File: src/rtl/mem_stage_unit_pkg.sv
// Shared types and constants for the memory stage: FSM state encoding, default widths and
// the control bundle carried from M to W.
package mem_stage_unit_pkg;

    localparam int unsigned MEM_DATA_W = 32;
    localparam int unsigned MEM_WA_W   = 3;

    typedef logic [1:0] mem_state_t;

    localparam mem_state_t StIdle = 2'd0;
    localparam mem_state_t StBusy = 2'd1;
    localparam mem_state_t StDone = 2'd2;

    typedef struct packed {
        logic pc_src;
        logic reg_write;
        logic mem_to_reg;
    } mw_ctrl_t;

endpackage

File: src/rtl/mem_stage_unit_if.sv
// Data-memory request/ready bus between the memory stage (master) and the memory (slave).
interface mem_stage_unit_if #(
    parameter int unsigned DATA_W = 32
);
    logic              mem_req;
    logic              mem_we;
    logic [DATA_W-1:0] mem_addr;
    logic [DATA_W-1:0] mem_wdata;
    logic              mem_ready;
    logic [DATA_W-1:0] mem_rdata;

    modport master (
        output mem_req, mem_we, mem_addr, mem_wdata,
        input  mem_ready, mem_rdata
    );

    modport slave (
        input  mem_req, mem_we, mem_addr, mem_wdata,
        output mem_ready, mem_rdata
    );
endinterface

File: src/rtl/mem_stage_unit_reg_mw.sv
// M->W pipeline register; a bubble clears the whole entry so stalled cycles retire nothing.
module mem_stage_unit_reg_mw
    import mem_stage_unit_pkg::*;
#(
    parameter int unsigned DATA_W = MEM_DATA_W,
    parameter int unsigned WA_W   = MEM_WA_W
) (
    input  logic              clk,
    input  logic              rst,
    input  logic              bubble_i,
    input  mw_ctrl_t          ctrl_i,
    input  logic [DATA_W-1:0] read_data_i,
    input  logic [DATA_W-1:0] alu_out_i,
    input  logic [WA_W-1:0]   wa3_i,
    output mw_ctrl_t          ctrl_o,
    output logic [DATA_W-1:0] read_data_o,
    output logic [DATA_W-1:0] alu_out_o,
    output logic [WA_W-1:0]   wa3_o
);

    mw_ctrl_t          ctrl_d, ctrl_q;
    logic [DATA_W-1:0] read_data_d, read_data_q;
    logic [DATA_W-1:0] alu_out_d, alu_out_q;
    logic [WA_W-1:0]   wa3_d, wa3_q;

    always_comb begin
        ctrl_d      = ctrl_i;
        read_data_d = read_data_i;
        alu_out_d   = alu_out_i;
        wa3_d       = wa3_i;
        if (bubble_i) begin
            ctrl_d      = '0;
            read_data_d = '0;
            alu_out_d   = '0;
            wa3_d       = '0;
        end
    end

    always_ff @(posedge clk) begin
        if (rst) begin
            ctrl_q      <= '0;
            read_data_q <= '0;
            alu_out_q   <= '0;
            wa3_q       <= '0;
        end else begin
            ctrl_q      <= ctrl_d;
            read_data_q <= read_data_d;
            alu_out_q   <= alu_out_d;
            wa3_q       <= wa3_d;
        end
    end

    assign ctrl_o      = ctrl_q;
    assign read_data_o = read_data_q;
    assign alu_out_o   = alu_out_q;
    assign wa3_o       = wa3_q;

endmodule

File: src/rtl/mem_stage_unit.sv
// Memory stage: issues one load/store at a time on the memory bus, stalls the front pipeline
// until it completes or times out, then retires the op into the M->W register.
module mem_stage_unit
    import mem_stage_unit_pkg::*;
#(
    parameter int unsigned DATA_W  = MEM_DATA_W,
    parameter int unsigned WA_W    = MEM_WA_W,
    parameter int unsigned TIMEOUT = 16
) (
    input  logic              clk,
    input  logic              rst,
    input  logic              PCSrcM,
    input  logic              RegWriteM,
    input  logic              MemWriteM,
    input  logic              MemtoRegM,
    input  logic [DATA_W-1:0] ALUResultM,
    input  logic [DATA_W-1:0] WriteDataM,
    input  logic [WA_W-1:0]   WA3M,
    output logic              StallM,
    mem_stage_unit_if.master  mem,
    output logic              PCSrcW,
    output logic              RegWriteW,
    output logic              MemtoRegW,
    output logic [DATA_W-1:0] ReadDataW,
    output logic [DATA_W-1:0] ALUOutW,
    output logic [WA_W-1:0]   WA3W,
    output logic              err_o
);

    localparam int unsigned     CNT_W   = (TIMEOUT > 2) ? $clog2(TIMEOUT) : 1;
    localparam logic [CNT_W-1:0] CNT_MAX = CNT_W'(TIMEOUT - 1);

    mem_state_t        state_d, state_q;
    logic [CNT_W-1:0]  cnt_d, cnt_q;
    logic              req_d, req_q;
    logic              we_d, we_q;
    logic [DATA_W-1:0] addr_d, addr_q;
    logic [DATA_W-1:0] wdata_d, wdata_q;
    mw_ctrl_t          ctrl_d, ctrl_q;
    logic [DATA_W-1:0] alu_d, alu_q;
    logic [WA_W-1:0]   wa3_d, wa3_q;
    logic [DATA_W-1:0] rdata_d, rdata_q;
    logic              err_d, err_q;

    logic              mem_op;
    logic              bad_op;
    logic              w_bubble;
    mw_ctrl_t          w_ctrl;
    logic [DATA_W-1:0] w_alu, w_rdata;
    logic [WA_W-1:0]   w_wa3;
    mw_ctrl_t          w_ctrl_out;

    assign mem_op = MemWriteM | MemtoRegM;
    assign bad_op = (MemWriteM & MemtoRegM) | (|ALUResultM[1:0]);

    always_comb begin
        state_d = state_q;
        cnt_d   = cnt_q;
        req_d   = req_q;
        we_d    = we_q;
        addr_d  = addr_q;
        wdata_d = wdata_q;
        ctrl_d  = ctrl_q;
        alu_d   = alu_q;
        wa3_d   = wa3_q;
        rdata_d = rdata_q;
        err_d   = err_q;

        StallM            = 1'b0;
        w_bubble          = 1'b1;
        w_ctrl.pc_src     = PCSrcM;
        w_ctrl.reg_write  = RegWriteM;
        w_ctrl.mem_to_reg = MemtoRegM;
        w_alu             = ALUResultM;
        w_wa3             = WA3M;
        w_rdata           = '0;

        case (state_q)
            StIdle: begin
                if (mem_op) begin
                    StallM            = 1'b1;
                    state_d           = StBusy;
                    cnt_d             = '0;
                    req_d             = 1'b1;
                    we_d              = MemWriteM;
                    addr_d            = {ALUResultM[DATA_W-1:2], 2'b00};
                    wdata_d           = WriteDataM;
                    // A load+store combination is retired as a store, so no load data.
                    ctrl_d.pc_src     = PCSrcM;
                    ctrl_d.reg_write  = RegWriteM;
                    ctrl_d.mem_to_reg = MemtoRegM & ~MemWriteM;
                    alu_d             = ALUResultM;
                    wa3_d             = WA3M;
                    rdata_d           = '0;
                    if (bad_op) begin
                        err_d = 1'b1;
                    end
                end else begin
                    w_bubble = 1'b0;
                end
            end
            StBusy: begin
                StallM = 1'b1;
                cnt_d  = (cnt_q == CNT_MAX) ? cnt_q : cnt_q + 1'b1;
                if (mem.mem_ready) begin
                    if (!we_q) begin
                        rdata_d = mem.mem_rdata;
                    end
                    req_d   = 1'b0;
                    state_d = StDone;
                end else if (cnt_q == CNT_MAX) begin
                    err_d   = 1'b1;
                    rdata_d = '0;
                    req_d   = 1'b0;
                    state_d = StDone;
                end
            end
            StDone: begin
                w_bubble = 1'b0;
                w_ctrl   = ctrl_q;
                w_alu    = alu_q;
                w_wa3    = wa3_q;
                w_rdata  = rdata_q;
                state_d  = StIdle;
            end
            default: begin
                state_d = StIdle;
            end
        endcase
    end

    always_ff @(posedge clk) begin
        if (rst) begin
            state_q <= StIdle;
            cnt_q   <= '0;
            req_q   <= 1'b0;
            we_q    <= 1'b0;
            addr_q  <= '0;
            wdata_q <= '0;
            ctrl_q  <= '0;
            alu_q   <= '0;
            wa3_q   <= '0;
            rdata_q <= '0;
            err_q   <= 1'b0;
        end else begin
            state_q <= state_d;
            cnt_q   <= cnt_d;
            req_q   <= req_d;
            we_q    <= we_d;
            addr_q  <= addr_d;
            wdata_q <= wdata_d;
            ctrl_q  <= ctrl_d;
            alu_q   <= alu_d;
            wa3_q   <= wa3_d;
            rdata_q <= rdata_d;
            err_q   <= err_d;
        end
    end

    mem_stage_unit_reg_mw #(
        .DATA_W (DATA_W),
        .WA_W   (WA_W)
    ) u_reg_mw (
        .clk         (clk),
        .rst         (rst),
        .bubble_i    (w_bubble),
        .ctrl_i      (w_ctrl),
        .read_data_i (w_rdata),
        .alu_out_i   (w_alu),
        .wa3_i       (w_wa3),
        .ctrl_o      (w_ctrl_out),
        .read_data_o (ReadDataW),
        .alu_out_o   (ALUOutW),
        .wa3_o       (WA3W)
    );

    assign PCSrcW        = w_ctrl_out.pc_src;
    assign RegWriteW     = w_ctrl_out.reg_write;
    assign MemtoRegW     = w_ctrl_out.mem_to_reg;
    assign mem.mem_req   = req_q;
    assign mem.mem_we    = we_q;
    assign mem.mem_addr  = addr_q;
    assign mem.mem_wdata = wdata_q;
    assign err_o         = err_q;

endmodule
File: src/flat_wrapper.sv
// flat-port wrapper written by rule: the top's interface ports become plain ports
module mem_stage_unit_flat import mem_stage_unit_pkg::*;
#(
    parameter int unsigned DATA_W  = MEM_DATA_W,
    parameter int unsigned WA_W    = MEM_WA_W,
    parameter int unsigned TIMEOUT = 16
)
  (clk, rst, PCSrcM, RegWriteM, MemWriteM, MemtoRegM, ALUResultM, WriteDataM, WA3M, StallM, PCSrcW, RegWriteW, MemtoRegW, ReadDataW, ALUOutW, WA3W, err_o, mem_mem_req, mem_mem_we, mem_mem_addr, mem_mem_wdata, mem_mem_ready, mem_mem_rdata);
  mem_stage_unit_if #(.DATA_W(DATA_W)) mem_i ();
  input  logic clk;
  input  logic rst;
  input  logic PCSrcM;
  input  logic RegWriteM;
  input  logic MemWriteM;
  input  logic MemtoRegM;
  input  logic [DATA_W-1:0] ALUResultM;
  input  logic [DATA_W-1:0] WriteDataM;
  input  logic [WA_W-1:0] WA3M;
  output logic StallM;
  output logic PCSrcW;
  output logic RegWriteW;
  output logic MemtoRegW;
  output logic [DATA_W-1:0] ReadDataW;
  output logic [DATA_W-1:0] ALUOutW;
  output logic [WA_W-1:0] WA3W;
  output logic err_o;
  output wire logic [$bits(mem_i.mem_req)-1:0] mem_mem_req;
  output wire logic [$bits(mem_i.mem_we)-1:0] mem_mem_we;
  output wire logic [$bits(mem_i.mem_addr)-1:0] mem_mem_addr;
  output wire logic [$bits(mem_i.mem_wdata)-1:0] mem_mem_wdata;
  input wire logic [$bits(mem_i.mem_ready)-1:0] mem_mem_ready;
  input wire logic [$bits(mem_i.mem_rdata)-1:0] mem_mem_rdata;
  assign mem_mem_req = mem_i.mem_req;
  assign mem_mem_we = mem_i.mem_we;
  assign mem_mem_addr = mem_i.mem_addr;
  assign mem_mem_wdata = mem_i.mem_wdata;
  assign mem_i.mem_ready = mem_mem_ready;
  assign mem_i.mem_rdata = mem_mem_rdata;
  mem_stage_unit #(.DATA_W(DATA_W), .WA_W(WA_W), .TIMEOUT(TIMEOUT)) u_core (.clk(clk), .rst(rst), .PCSrcM(PCSrcM), .RegWriteM(RegWriteM), .MemWriteM(MemWriteM), .MemtoRegM(MemtoRegM), .ALUResultM(ALUResultM), .WriteDataM(WriteDataM), .WA3M(WA3M), .StallM(StallM), .mem(mem_i), .PCSrcW(PCSrcW), .RegWriteW(RegWriteW), .MemtoRegW(MemtoRegW), .ReadDataW(ReadDataW), .ALUOutW(ALUOutW), .WA3W(WA3W), .err_o(err_o));
endmodule
File: config.mk
export PLATFORM = sky130hd
export DESIGN_NAME = mem_stage_unit_flat
export DESIGN_NICKNAME = d
export VERILOG_FILES = /design/src/rtl/mem_stage_unit_pkg.sv /design/src/rtl/mem_stage_unit_if.sv /design/src/rtl/mem_stage_unit_reg_mw.sv /design/src/rtl/mem_stage_unit.sv /design/src/flat_wrapper.sv
export SDC_FILE = /design/constraint.sdc
export NUM_CORES = 1
export LEC_CHECK = 0
export BUFFER_PORTS_ARGS = -buffer_cell sky130_fd_sc_hd__buf_4
export CAP_MARGIN = 5
export CORE_MARGIN = 3
export CORE_UTILIZATION = 38
export CTS_CLUSTER_DIAMETER = 60
export DETAILED_ROUTE_END_ITERATION = 10
export GPL_TIMING_DRIVEN = 0
export PLACE_DENSITY_LB_ADDON = 0.12
export SYNTH_ARGS = -nofsm -noshare
export SYNTH_HDL_FRONTEND = slang
export SYNTH_SLANG_ARGS = --single-unit
File: constraint.sdc
create_clock -name clk -period 1.7 [get_ports clk]
set_input_delay 0.34 -clock clk [delete_from_list [all_inputs] [get_ports clk]]
set_output_delay 0.34 -clock clk [all_outputs]
set_load 0.01 [all_outputs]
# After elaboration in Yosys (flattened, before gate mapping)

Index checks and enable logic that the tools add are counted.

Reduce and logical (&&, ||, !) cells: 11
Equality and inequality tests: 10
Multiply operators: 0
Shift operators: 0
$add $sub $neg: 1
Div/mod/pow operators: 0
$lt $le $gt $ge: 0
Bitwise gates (word level): 6
Muxes and demuxes: 27

Operators by type and width:

| operator              | count |
|---|---|
| $mux W32              | 5 |
| $pmux W32 S2          | 1 |
| $mux W1               | 8 |
| $mux W4               | 2 |
| $pmux W1 S2           | 4 |
| $pmux W4 S2           | 1 |
| $mux W2               | 3 |
| $mux W3               | 2 |
| $ne A2 B1 Y1 const B  | 3 |
| $reduce_and A3 Y1     | 2 |
| $reduce_and A5 Y1     | 1 |
| $add A4 B1 Y4 const B | 1 |
| $eq A4 B4 Y1 const B  | 1 |
| $ne A2 B2 Y1 const B  | 2 |
| $pmux W2 S2           | 1 |
| $reduce_and A2 Y1     | 2 |
| $reduce_and A4 Y1     | 1 |
| $reduce_or A2 Y1      | 2 |
| $ne A3 B2 Y1 const B  | 1 |
| $ne A3 B3 Y1 const B  | 1 |
| $reduce_or A3 Y1      | 1 |
| $and A1 B1 Y1         | 2 |
| $eq A2 B1 Y1 const B  | 1 |
| $eq A2 B2 Y1 const B  | 1 |
| other kinds (4)       | 6 |

Bits in read-only memories: 0
Logic and storage cells: 74
Memories kept: 0
Latch bits: 0
RAM bits: 0
Register bits: 211
Output and inout port bits: 138

# Depth between registers and ports, before layout

Word-level depth: 5
Mapped depth: 7

# Hierarchy

Synthesis repeated with hierarchy kept, for this count alone.

Cell total of the unflattened synthesis: 840
Area, all modules: 7,608.5 sq um

Modules (own cells, without submodules):

| module                | seq. area each (sq um) | cells each | instances | area an instance (sq um) |
|---|---|---|---|---|
| mem_stage_unit        | 2,222.1                | 684        | 1         | 5,151.2 |
| mem_stage_unit_reg_mw | 1,401.3                | 156        | 1         | 2,457.4 |

# Worst setup path before layout

Ideal clock, no wire load.

Path kind: register -> register
From: reg u_core.cnt_q[0]
To: reg u_core.rdata_q[0]
Arrival: 1.466 ns
Path slack: 0.162 ns
Buffers on the path: 1
Period minus slack after synthesis: 1.538 ns
Cell stages (with the launch flop): 6
Required time: 1.628 ns
Library setup time: 0.072 ns
Cells stage by stage: dfxtp_1 ha_1 nand3_1 o311ai_4 buf_6 mux2i_1

Longest elaborated chain between the ends: 3

Ends and longest elaborated chain:

| item                               | line                  | RTL |
|---|---|---|
| start, declared                    | mem_stage_unit.sv:34  | `logic [CNT_W-1:0] cnt_d, cnt_q;` |
| start signal, assigned             | mem_stage_unit.sv:147 | `cnt_q <= cnt_d;` |
| $eq A4 B4 Y1                       | mem_stage_unit.sv:111 | `end else if (cnt_q == CNT_MAX) begin` |
| $ne A3 B2 Y1 (no source line)      | -                     |  |
| $reduce_and A4 Y1 (no source line) | -                     |  |
| end signal, assigned               | mem_stage_unit.sv:155 | `rdata_q <= rdata_d;` |
| end, declared                      | mem_stage_unit.sv:42  | `logic [DATA_W-1:0] rdata_d, rdata_q;` |

Every way passes these cells.
A chain may end at the register's enable or synchronous reset.

# Worst setup path after layout

From: reg u_core.state_q[0]
To: reg u_core.rdata_q[4]

Longest elaborated chain between the ends: 3
Elaborated cells on any way between the ends: 8

Ends and longest elaborated chain:

| item                                                        | line                  | RTL |
|---|---|---|
| start, declared                                             | mem_stage_unit.sv:33  | `mem_state_t state_d, state_q;` |
| start signal, assigned                                      | mem_stage_unit.sv:134 | `state_q <= StIdle;` |
| start signal, assigned                                      | mem_stage_unit.sv:146 | `state_q <= state_d;` |
| $eq A2 B1 Y1 / $logic_not A2 Y1 (equally long branches)     | mem_stage_unit.sv:78  | `case (state_q)` |
| $ne A3 B3 Y1 (no source line), or another cell as far along | -                     |  |
| $reduce_and A4 Y1 (no source line)                          | -                     |  |

Several ways; a longest one is shown, not always the timed one.

==> out/qor.csv <==
stage;metric;value;unit
layout;finalNetCount;1133;
clock_network;clk_latency;0.43;ns
synth;ys_ff_latch;181;
layout;area_growth;44.0;%
sta;fin_ws;0.0193;ns
sta;setup_viol;0;
detailed_routing;routedWlPerCell;14.1;µm
global_routing;grt_pass1_wl;27300;µm
layout;seqCellArea;3620;µm²
detailed_routing;routed_via_density;4.53;
synth;syn_area;6580;µm²
sta;fin_crit;1.68;ns
worst_setup_path;crit_chain;buf_4 -> nor2b_4 -> inv_2 -> o311ai_4 -> buf_6 -> buf_6 -> mux2i_1;
die;start_util;0.392;
synth;yosysMostFrequentCell;nand2_1;
synth;synth_top_area_frac;0.551;
worst_setup_path;startpoint;u_core.state_q[0]$_SDFFE_PP0P_;
clock_network;cts_tree;done;
die;die_w;138;µm
detailed_routing;firstDrtPassIters;7;
sta;post-route-period-util;0.989;
worst_setup_path;critPathMaxFanout;10;
detailed_routing;ant_nets;0;
sta;fin_skew;0.0110;ns
global_routing;grt_max_degree;17;
worst_setup_path;cp.arrival;2.03;ns
global_routing;grt_antenna_before_repair;0;
status;status;complete, no violations;
die;rows;47;
placed_design;post-place-ws;-0.396;ns
worst_setup_path;crit_path_end;u_core.rdata_q[4]$_SDFFE_PP0P_;
worst_setup_path;r2r_cells;7;
sta;fmax;595;MHz
worst_setup_path;worst_path_max_delay_cell;dfxtp_1;
sta;slew_headroom;0.627;
synth;synth_enable_flop_cells;0;
synth;yosys_warnings;0;
hold_path;hold_path.class;input port to flop;
sta;hold_viol;0;
worst_setup_path;path_buf_inv;4;
power_and_ir_drop;p_per_area;1110;nW/µm²
worst_setup_path;worst_path_dominant_cell_family;buffers and inverters;
worst_setup_path;crit_required;2.05;ns
worst_setup_path;startpoint_type;flop;
placed_design;gp_congestion;0.807;
detailed_routing;drc;0;
clock_network;hold_buffers;0;
clock_network;cts_buffers;17;
power_and_ir_drop;vdd.ir_drop.worst;683;µV
synth;netlist_top_cells_area;dfxtp_1, nand2_1, a21oi_1;
synth;synth_cells;757;
clock_network;path_clk_slew;0.07;ns
placed_design;placedCellCount;1219;
placed_design;io_buffer_count;241;
clock_network;clock_tree.root_cell;clkbuf_16;
global_routing;grt_usage;0.184;
sta;finalSetupTns;0;ns
detailed_routing;drtIter0Drc;239;
synth;synth.distinct_cells;31;
clock_network;cts_num_sinks;181;
worst_setup_path;rrSetupSlack;0.02;ns
global_routing;grt_pass1_vias;5452;
clock_network;cts.path.max_buffers;2;
layout;multi_input_area;2530;µm²
die;die_h;138;µm
synth;synth_common_cells;nand2_1, dfxtp_1, a21oi_1, buf_4, nand2b_1;
worst_setup_path;slowest_delay;0.31;ns
synth;synth_top_area_cell;dfxtp_1;
die;die-area;18900;µm²
clock_network;htreeDepth;4;
flow_run;maxCapViolCount;0;
placed_design;dp_hpwl;12900;µm
worst_setup_path;path_common_cell;buf_6;
layout;instances_no_fill;1259;
worst_setup_path;crit_cells;7;
power_and_ir_drop;p_leak;4.38;nW
layout;drive_above_1_share;0.345;
die;io_pins;244;
sta;slew_viol_final;0;
worst_setup_path;reg2reg_to;u_core.rdata_q[4]$_SDFFE_PP0P_;
die;coreArea;16800;µm²
detailed_routing;routed_wirelength;17800;µm
synth;syn-mean-instance-area;8.69;µm²
layout;num_antenna_cells;0;
synth;ys.flop_type;dfxtp_1;
worst_setup_path;crit-reg2reg-launch;u_core.state_q[0]$_SDFFE_PP0P_;
hold_path;min_from;WriteDataM[5];
worst_setup_path;path_class;flop to flop;
synth;seq_area_frac_synth;0.551;
detailed_routing;via_count;5706;
layout;fillers;1572;
global_routing;grt_overflow;0;
sta;worst_slew_pin_slew;0.559;ns
synth;synthArstFlopShare;0;
worst_setup_path;endpoint_kind;flop;
==> worst min path at each step <==
stage	slack, ns	cells after the start	endpoint
3_3_place_gp	0.43	1	u_core.u_reg_mw.read_data_o[16]$_SDFF_PP0_
2_1_floorplan	0.43	1	u_core.u_reg_mw.read_data_o[0]$_SDFF_PP0_
3_5_place_dp	0.44	1	u_core.u_reg_mw.read_data_o[16]$_SDFF_PP0_
5_1_grt	0.15	3	u_core.mem.mem_wdata[12]$_SDFFE_PP0P_
6_report	0.15	3	u_core.mem.mem_wdata[5]$_SDFFE_PP0P_
4_1_cts	0.14	3	u_core.mem.mem_wdata[7]$_SDFFE_PP0P_
==> where the power goes <==
part | internal [mW] | leakage (nW) | switching (mW)
sequential | 4.46 | 1.48 | 0.118
combinational | 0.787 | 2.59 | 0.812
clock | 2.63 | 0.313 | 1.71
==> cells in the final DEF (no fill, tap or decap), types with 2 or more instances in the layout <==
| master | Yosys | routed |
|---|---|---|
| a211oi_1 | 2 | 2 |
| a21oi_1 | 111 | 111 |
| a22oi_1 | 2 | 2 |
| and2_1 | 32 | 32 |
| and3_1 | 2 | 2 |
| buf_2 | 13 | 11 |
| buf_4 | 33 | 283 |
| buf_6 | 3 | 3 |
| bufinv_16 | 0 | 5 |
| clkbuf_1 | 28 | 15 |
| clkbuf_16 | 0 | 17 |
| clkbuf_2 | 0 | 16 |
| clkbuf_4 | 0 | 2 |
| clkinv_4 | 0 | 4 |
| clkinvlp_4 | 0 | 2 |
| conb_1 | 1 | 2 |
| dfxtp_1 | 181 | 181 |
| mux2i_1 | 32 | 32 |
| nand2_1 | 246 | 246 |
| nand2b_1 | 33 | 33 |
| nand3_1 | 6 | 5 |
| nor2_1 | 8 | 7 |
| nor3_1 | 4 | 3 |
| o21ai_4 | 0 | 2 |
| xor2_1 | 3 | 3 |
==> flip-flops by register name (all words and copies together) (netlist names) <==
signal                       flops
u_core.err_o                     1
u_core.u_reg_mw.ctrl_o           3
u_core.ctrl_q                    3
u_core.u_reg_mw.read_data_o     32
u_core.mem.mem_addr              1
u_core.mem.mem_we                1
u_core.cnt_q                     4
u_core.mem.mem_wdata            32
u_core.rdata_q                  32
u_core.alu_q                    31
u_core.u_reg_mw.alu_out_o       32
u_core.u_reg_mw.wa3_o            3
u_core.mem.mem_req               1
u_core.state_q                   2
u_core.wa3_q                     3
==> layout make-up <==
| class | count | area share |
|---|---|---|
| plain buffers | 80 | 0.0523 |
| multi-input cells | 495 | 0.268 |
| inverters | 1 | 0.000397 |
| repair buffers | 250 | 0.199 |
| clock buffers | 18 | 0.0453 |
| flip-flops and latches | 181 | 0.383 |
| well taps | 220 | 0.0291 |
| clock inverters | 14 | 0.0238 |
==> repair_timing <==
item / in CTS / in global routing
cloned: 0 / 1
setup buffers: 1 / 7
setup endpoints to repair: 102 / 145
hold endpoints to repair: 0 / 0
pin swaps: 1 / 1
gates resized for setup: 6 / 41
==> metal layers <==
metal  wire length, µm  share of wire  GRT usage  vias up
met5                 0              0          0        -
met4               239          0.013     0.0615        0
met3              1500          0.084     0.0643       17
met2              8640           0.49      0.300      164
met1              7430           0.42      0.227     2594
li1                  -              -          -     2931
==> cells by family (layout without fill, tap and decap cells) <==
kind of cell               after synthesis  after routing  share of synthesized area
and+or+nand+nor                        338            338                      0.226
DFF                                    181            181                      0.551
AOI/OAI and AO/OA                      119            119                     0.0967
buffers and inverters                   82            363                     0.0715
muxes                                   32             32                     0.0487
xor gates and xnor gates                 3              3                    0.00400
adders and majority gates                1              1                    0.00190
other                                    1              2                   0.000570
==> worst min-delay path, stage by stage <==
cell and delay (ns):
buf_4 0.11, nand2_1 0.05, a21oi_1 0.05
==> per-stage QoR <==
stage,util,power (mW),cell area (µm²),hold WS (ns)
after floorplan,-,5.49,6580,0.431
after global routing,0.565,11.0,9470,0.149
final,0.565,10.5,9470,0.153
after global placement,0.517,6.20,8660,0.434
after detailed placement,0.517,6.21,8660,0.440
after CTS,0.558,10.6,9360,0.136
(Power assumes the default switching activity.)
